## src/rtl/cmd_word_assembler.sv

```systemverilog
`default_nettype none
// ============================================================================
//  Module      : cmd_word_assembler
//  Description : Packs five consecutive 16-bit host words into one 80-bit
//                command {TIME[31:0], DATA[15:0], ADDR[31:0]} and writes it
//                to the command FIFO. Resynchronises on start-of-frame and
//                discards stalled partial commands after an idle timeout.
//  Revision    : 1.0  initial release
// ============================================================================
module cmd_word_assembler #(
  parameter int TIMEOUT_CYCLES = 65535,
  parameter int CNT_W          = 16
) (
  input  logic              clk,
  input  logic              rst,
  input  logic [15:0]       in_data,
  input  logic              in_valid,
  input  logic              in_sof,
  output logic              in_ready,
  output logic [79:0]       cmd_fifo_din,
  output logic              cmd_fifo_wr_en,
  input  logic              cmd_fifo_full,
  output logic              sync_err,
  output logic              timeout_err,
  output logic [CNT_W-1:0]  cmd_count,
  output logic [CNT_W-1:0]  drop_count
);

  // The idle counter only needs to reach TIMEOUT_CYCLES-1; the terminal
  // edge itself performs the discard.
  localparam int                IDLE_W    = (TIMEOUT_CYCLES > 1) ? $clog2(TIMEOUT_CYCLES) : 1;
  localparam logic [IDLE_W-1:0] IDLE_LAST = IDLE_W'((TIMEOUT_CYCLES > 0) ? TIMEOUT_CYCLES - 1 : 0);
  localparam logic [IDLE_W-1:0] IDLE_ONE  = IDLE_W'(1);
  localparam logic [CNT_W-1:0]  CNT_ONE   = CNT_W'(1);

  typedef enum logic [0:0] {
    ST_COLLECT = 1'b0,
    ST_PUSH    = 1'b1
  } state_t;

  state_t            state_q;
  logic [2:0]        word_cnt_q;
  logic [79:0]       buf_q;
  logic [IDLE_W-1:0] idle_q;
  logic              ready_q;
  logic              wr_en_q;
  logic [79:0]       din_q;
  logic              sync_err_q;
  logic              timeout_err_q;
  logic [CNT_W-1:0]  cmd_count_q;
  logic [CNT_W-1:0]  drop_count_q;

  logic              w_accept;

  // Ready is registered; reset masks it so no word is taken while rst is high.
  assign in_ready       = ready_q & ~rst;
  assign w_accept       = in_valid & in_ready;
  assign cmd_fifo_din   = din_q;
  assign cmd_fifo_wr_en = wr_en_q;
  assign sync_err       = sync_err_q;
  assign timeout_err    = timeout_err_q;
  assign cmd_count      = cmd_count_q;
  assign drop_count     = drop_count_q;

  // Collect/push state machine with all outputs registered.
  always_ff @(posedge clk) begin
    if (rst) begin
      state_q       <= ST_COLLECT;
      word_cnt_q    <= 3'd0;
      buf_q         <= 80'd0;
      idle_q        <= '0;
      ready_q       <= 1'b1;
      wr_en_q       <= 1'b0;
      din_q         <= 80'd0;
      sync_err_q    <= 1'b0;
      timeout_err_q <= 1'b0;
      cmd_count_q   <= '0;
      drop_count_q  <= '0;
    end else begin
      sync_err_q    <= 1'b0;
      timeout_err_q <= 1'b0;
      case (state_q)
        ST_COLLECT: begin
          ready_q <= 1'b1;
          if (w_accept) begin
            idle_q <= '0;
            if (in_sof && (word_cnt_q != 3'd0)) begin
              // Start-of-frame inside a partial command: drop it and restart.
              buf_q[79:64] <= in_data;
              word_cnt_q   <= 3'd1;
              sync_err_q   <= 1'b1;
              drop_count_q <= drop_count_q + CNT_ONE;
            end else if (word_cnt_q == 3'd4) begin
              buf_q[15:0] <= in_data;
              word_cnt_q  <= 3'd0;
              state_q     <= ST_PUSH;
              ready_q     <= 1'b0;
              // Write straight away when the FIFO has room so the strobe
              // lands in the cycle right after the last word.
              if (!cmd_fifo_full) begin
                wr_en_q     <= 1'b1;
                din_q       <= {buf_q[79:16], in_data};
                cmd_count_q <= cmd_count_q + CNT_ONE;
              end
            end else begin
              case (word_cnt_q)
                3'd0:    buf_q[79:64] <= in_data;
                3'd1:    buf_q[63:48] <= in_data;
                3'd2:    buf_q[47:32] <= in_data;
                3'd3:    buf_q[31:16] <= in_data;
                default: buf_q        <= buf_q;
              endcase
              word_cnt_q <= word_cnt_q + 3'd1;
            end
          end else if ((word_cnt_q != 3'd0) && (TIMEOUT_CYCLES != 0)) begin
            if (idle_q == IDLE_LAST) begin
              word_cnt_q    <= 3'd0;
              timeout_err_q <= 1'b1;
              drop_count_q  <= drop_count_q + CNT_ONE;
              idle_q        <= '0;
            end else begin
              idle_q <= idle_q + IDLE_ONE;
            end
          end else begin
            idle_q <= '0;
          end
        end
        ST_PUSH: begin
          if (wr_en_q) begin
            // Strobe has been presented for its single cycle.
            wr_en_q <= 1'b0;
            state_q <= ST_COLLECT;
            ready_q <= 1'b1;
          end else if (!cmd_fifo_full) begin
            wr_en_q     <= 1'b1;
            din_q       <= buf_q;
            cmd_count_q <= cmd_count_q + CNT_ONE;
          end
        end
        default: begin
          state_q <= ST_COLLECT;
          ready_q <= 1'b1;
        end
      endcase
    end
  end

endmodule
`default_nettype wire

```

## config.mk

```make
export PLATFORM = sky130hd
export DESIGN_NAME = cmd_word_assembler
export DESIGN_NICKNAME = d
export VERILOG_FILES = /design/src/rtl/cmd_word_assembler.sv
export SDC_FILE = /design/constraint.sdc
export NUM_CORES = 1
export LEC_CHECK = 0
export BUFFER_PORTS_ARGS = -buffer_cell sky130_fd_sc_hd__buf_2
export CORE_MARGIN = 2
export CORE_UTILIZATION = 50
export CTS_BUF_LIST = sky130_fd_sc_hd__clkbuf_4
export CTS_CLUSTER_DIAMETER = 100
export CTS_CLUSTER_SIZE = 30
export DETAILED_ROUTE_END_ITERATION = 10
export PLACE_DENSITY = 0.75
export SLEW_MARGIN = 10
export SYNTH_ARGS = -nofsm -noshare
export SYNTH_HDL_FRONTEND = slang
export SYNTH_SLANG_ARGS = --single-unit
```

## constraint.sdc

```tcl
create_clock -name clk -period 4.07 [get_ports clk]
set_input_delay 0.407 -clock clk [delete_from_list [all_inputs] [get_ports clk]]
set_output_delay 0.407 -clock clk [all_outputs]
set_load 0.005 [all_outputs]
```

# Yosys cells after proc, flatten, opt, wreduce, memory -nomap -nowiden
# Index checks and enable logic that the tools add are counted.
[classes]
add_sub_neg = 4
bitwise_logic = 8
n_eq_ne = 14
reduce_logical = 18
n_mux = 50
[ops]
columns = ["cell", "count"]
rows = [
  ["two-way mux 80 bit", 6],
  ["two-way mux 16 bit", 17],
  ["case mux 80 bit (2 select lines)", 1],
  ["two-way mux 64 bit", 1],
  ["adder 16 x 1 -> 16 bit, second input constant", 3],
  ["case mux 16 bit (2 select lines)", 1],
  ["AND reduction 4 bit", 5],
  ["equality test 16 bit, second input constant", 1],
  ["two-way mux 1 bit", 16],
  ["two-way mux 3 bit", 5],
  ["AND reduction 5 bit", 3],
  ["inequality test 2 bit, second input constant", 7],
  ["equality test 3 x 2 -> 1 bit, second input constant", 2],
  ["NOT 1 bit", 6],
  ["case mux 1 bit (2 select lines)", 3],
  ["AND reduction 6 bit", 1],
  ["nonzero test 2 bit", 3],
  ["inequality test 2 x 1 -> 1 bit, second input constant", 2],
  ["OR reduction 4 bit", 1],
  ["adder 3 x 1 -> 3 bit, second input constant", 1],
  ["equality test 3 x 1 -> 1 bit, second input constant", 1],
  ["equality test 3 bit, second input constant", 1],
  ["logical NOT 3 bit", 1],
  ["AND reduction 3 bit", 1],
  ["other kinds (4)", 5],
]
[totals]
reg_bits = 216
elab_cells = 109
inputBits = 21

# Logic depth before layout (Yosys ltp)
[depth]
depth_word = 6
mapped_depth = 10
ltp_nobuf = 7

# Worst setup path before layout
# Ideal clock, no wire load.
[synth_path]
path_kind = "flip-flop to flip-flop"
start = "reg word_cnt_q[0]"
end = "reg drop_count_q[13], in the netlist drop_count[13]"
stages_incl_launch_ff = 9
setup_time_ns = 0.123
period_less_slack_ns = 2.303
t_arrival_ns = 2.180
slack_ns = 1.767
path_buffers = 1
path_cell_list = "dfxtp_1 inv_1 ha_1 clkbuf_1 nor2b_1 nor3_4 nand4_2 a2111oi_2 mux2_1"
[synth_via]
elab_chain_len = 4
[synth_lines]
columns = ["element", "line", "rtl"]
rows = [
  ["from (decl)", "42", "logic [2:0] word_cnt_q;"],
  ["from (signal assigned)", "113", "word_cnt_q <= word_cnt_q + 3'd1;"],
  ["nonzero test 3 bit (*)", "87, 115", ""],
  ["logical AND 1 bit", "87", "if (in_sof && (word_cnt_q != 3'd0)) begin"],
  ["inequality test 2 x 1 -> 1 bit (no line)", "n/a", ""],
  ["AND reduction 4 bit (no line) (*)", "n/a", ""],
  ["to (signal assigned)", "92", "drop_count_q <= drop_count_q + CNT_ONE;"],
  ["to (signal assigned)", "119", "drop_count_q <= drop_count_q + CNT_ONE;"],
  ["to (decl)", "51", "logic [CNT_W-1:0] drop_count_q;"],
]
# Mark *: on every way between the ends. The rest lies on a longest branch, timed or not.
# A chain may end at the register's enable or synchronous reset.

# Worst setup path in the final report
[layout_path]
start = "reg word_cnt_q[0]"
end = "reg din_q[42], in the netlist cmd_fifo_din[42]"
[layout_via]
elab_chain_len = 4
[layout_lines]
columns = ["element", "line", "rtl"]
rows = [
  ["nonzero test 3 bit", "87", ""],
  ["logical AND 1 bit", "87", ""],
  ["inequality test 2 bit (no line)", "n/a", ""],
  ["AND reduction 6 bit (no line) (*)", "n/a", ""],
  ["to (signal assigned)", "102", "din_q <= {buf_q[79:16], in_data};"],
  ["to (signal assigned)", "136", "din_q <= buf_q;"],
  ["to (decl)", "47", "logic [79:0] din_q;"],
]
# Marks and branches as above.

==> summary.txt <==
Global route
  – Maximum number of pins on one net before global-route repair: between 100 and 150
  – All-layer global routing usage: around 22%
  – Vias in the first global route: between 6000 and 7000
  – Initial antenna violation count: 2
  – First-pass GRT wire length: between 30 and 40 mm
  – Total global routing overflow: 0

Run status
  – Status: finished, final reports clean

Timing
  – Crit path time final: roughly 2.7 ns
  – Tightest Pin Transition: 1.159 ns
  – Final Hold Viols: 0
  – Final setup viols: 0
  – Fin. max-slew vios: 0
  – Tcrit/Tclk final: between 60 and 70%
  – Clock Skew: a little under 0.08 ns
  – RSZ-0062 raised after global routing: false
  – Max-slew headroom: between 20% and 30%
  – Final TNS setup: 0 ns
  – Hold slack: around 0.038 ns
  – Peak Freq: around 370 MHz

Worst setup path
  – Slowest cell delay on critical path: ~0.54 ns
  – Critical path peak fanout: 25
  – Worst-path cell chain: inv_1 -> ha_1 -> and3b_1 -> a21oi_1 -> buf_4 -> or2_2 -> buf_4 -> nand2_1 -> a21oi_1
  – Crit path DAT: around 3.3 ns
  – Worst setup EP type: flip-flop
  – Crit path depth: 9
  – Worst-case reg-to-reg path depth: 9
  – Worst Path Class, Setup: flip-flop to flip-flop
  – Critical path's slowest cell: dfxtp_1
  – CP top delay family: simple AND/OR/NAND/NOR gates
  – Startpoint Class: flip-flop
  – Worst Path Buf+Inv: 3
  – Req. time, crit path: ~4.7 ns

Route
  – Total length of routed wires: just over 20 mm
  – Total vias in the final route: 7273
  – WL/cell: roughly 15 um
  – Initial DRC Count: a little over 500
  – Vias per Instance: approximately 5.4
  – DR pass1 iterations: 5
  – Number of remaining DRC errors: 0
  – Antenna viol nets, final: 0

Clock tree
  – CTS Hold Buffers Added: 2
  – Clock buffer depth: 3
  – Root Buffer: clkbuf_4
  – Total CTS buffers: 11
  – TritonCTS clock tree: done
  – Post-CTS Resized: 0
  – Setup bufs post-CTS: 0
  – CTS sink count: between 200 and 250
  – Clock transition at path regs: approximately 0.28 ns
  – Latest clock arrival within the worst-skew pair: ~0.7 ns
  – CTS HTree Levels: 1

Yosys
  – Syn nets: between 1000 and 1500
  – Ys Warns: 0
  – FFs w/ async S/R, synth: 0%
  – Unique cell type count in the Yosys netlist: 52
  – Synth area leaders: dfxtp_1 51%, nand2_1 11%, a21oi_1 9.7%, nand3_1 4.8%, nor2_1 2.8%
  – Area share of the largest cell type after synthesis: roughly 51%
  – Mapped Avg Cell Area: slightly above 8 sq um
  – Ys flop type: dfxtp_1
  – Synth Register Bits: about 220
  – Cells after synthesis: ~1000
  – Seq/Total Area, Yosys: between 50% and 60%
  – Cell area after synthesis: between 8000 and 9000 sq um
  – Yosys top cell by area: dfxtp_1
  – Most frequent cells after synthesis: 248 x nand2_1, 216 x dfxtp_1, 165 x a21oi_1, 82 x nand3_1, 64 x nor2_1
  – Cell with the most instances after synthesis: nand2_1
  – EDFF count, synth: 0

Die
  – Number of I/O pins: approximately 140
  – Die W: 134.6 um
  – Initial Util: between 50% and 60%
  – Die height: 134.6 um
  – Standard-cell row count: 47
  – Die area: 18110 sq um
  – Core box area: approximately 17000 sq um

Cells and area
  – Synth-to-Final Area Change: 10.68%
  – Post-Layout Cell Count: around 1300
  – Finished Cell Area: about 9400 sq um
  – Nets: approximately 1200
  – Share of layout cells above drive strength 1: ~16%

Power and ir drop
  – Peak VDD IR: ~0.17 mV
  – Pleak: between 3 and 4 nW
  – Overall Power: roughly 0.0032 W
  – PwrDens: about 340 nW/um^2

Run
  – MaxCap Viol Count: 0

Place
  – Placed cell area: 9299 sq um
  – Placed insts: 1331
  – PortBufs: roughly 140
  – Hpwl dp: ~14 mm
  – Routability cong.: 0.8137

Worst hold path
  – Worst hold path depth: 3
  – Worst min-delay path category: input pin to flip-flop
## through the flow
step | setup slack (ns) | utilization [%]
after floorplan | 1.767 | -
after global placement | 1.281 | 55.88
after detailed placement | 1.235 | 55.88
after CTS | 1.364 | 56.67
after global routing | 0.9894 | 56.69
final | 1.384 | 56.70
## flip-flops by register name (all words and copies together), names as in the netlist
register,count
cmd_fifo_din,80
word_cnt_q,3
sync_err,1
timeout_err,1
idle_q,16
cmd_fifo_wr_en,1
state_q,1
drop_count,16
cmd_count,16
ready_q,1
buf_q,80
## layout make-up
class | instances | area (sq um)
inverter | 11 | 41.29
clock buffer | 11 | 82.58
fill | 1540 | 7206
sequential | 216 | 4324
antenna | 2 | 5.005
clock inverter | 1 | 30.03
multi-input combinational | 739 | 3891
tap | 220 | 275.3
timing repair buffer | 147 | 787.0
## per-layer routing
layer	GRT usage, %	up-vias	wire length (um)
met4	5.848	0	330
met3	2.553	27	1101
li1	-	3680	-
met1	30.96	3373	9543
met2	35.23	193	9278
met5	0	-	0
## worst min-delay path, cell delays in order
cell	delay [ns]
buf_2	0.17
nand2_1	0.08
a21oi_1	0.05
## path summary, 6_finish.rpt
path,start,to,slack [ns]
setup / recovery,word_cnt_q[0],cmd_fifo_din[42],1.38
hold / removal,in_data[12],buf_q[12],0.04
setup reg to reg,word_cnt_q[0],cmd_fifo_din[42],1.38
hold reg to reg,cmd_fifo_din[65],cmd_fifo_din[65],0.47
## kinds of logic after synthesis
family	after synthesis	share of synthesized area, %
AND/OR/NAND/NOR	470	24.77
flip-flops	216	50.72
AO/OA/AOI/OAI	208	13.50
buffers and inverters	83	3.801
multiplexers	27	3.317
XOR/XNOR	25	2.568
adder cells (fa/ha/maj)	9	1.321
## layout by cell type (no fill, tap or decap), drive strengths merged, types with 2 or more instances in the layout
cell         netlist  layout
clkbuf            56      11
nor2              64      64
a21oi            165     165
nand3             82      82
nor4b              2       2
and3b              3       3
xor2              11      11
and3               5       5
a22o               2       2
nor2b             17      17
o31ai              2       2
o21ai             10      10
xnor2             14      14
nand4             13      13
ha                 9       9
dlygate4sd3        0       2
nor3              12      12
buf               16     145
and4               2       2
a211oi            21      21
diode              0       2
nor4               3       3
nand2            249     249
a2111oi            2       2
mux2              10      10
mux2i             17      17
dfxtp            216     216
or3                7       7
inv               11      11
and2               2       2
nand2b             2       2
## where the power goes
part	switching [W]	total [W]	internal [W]	leakage [nW]
logic	0.000164	0.000224	0.0000595	1.62
registers	0.0000180	0.00217	0.00215	1.74
clock network	0.000633	0.000775	0.000142	0.0620
total	0.000815	0.00317	0.00235	3.42
Note: power is estimated with default switching activity, not from simulation.
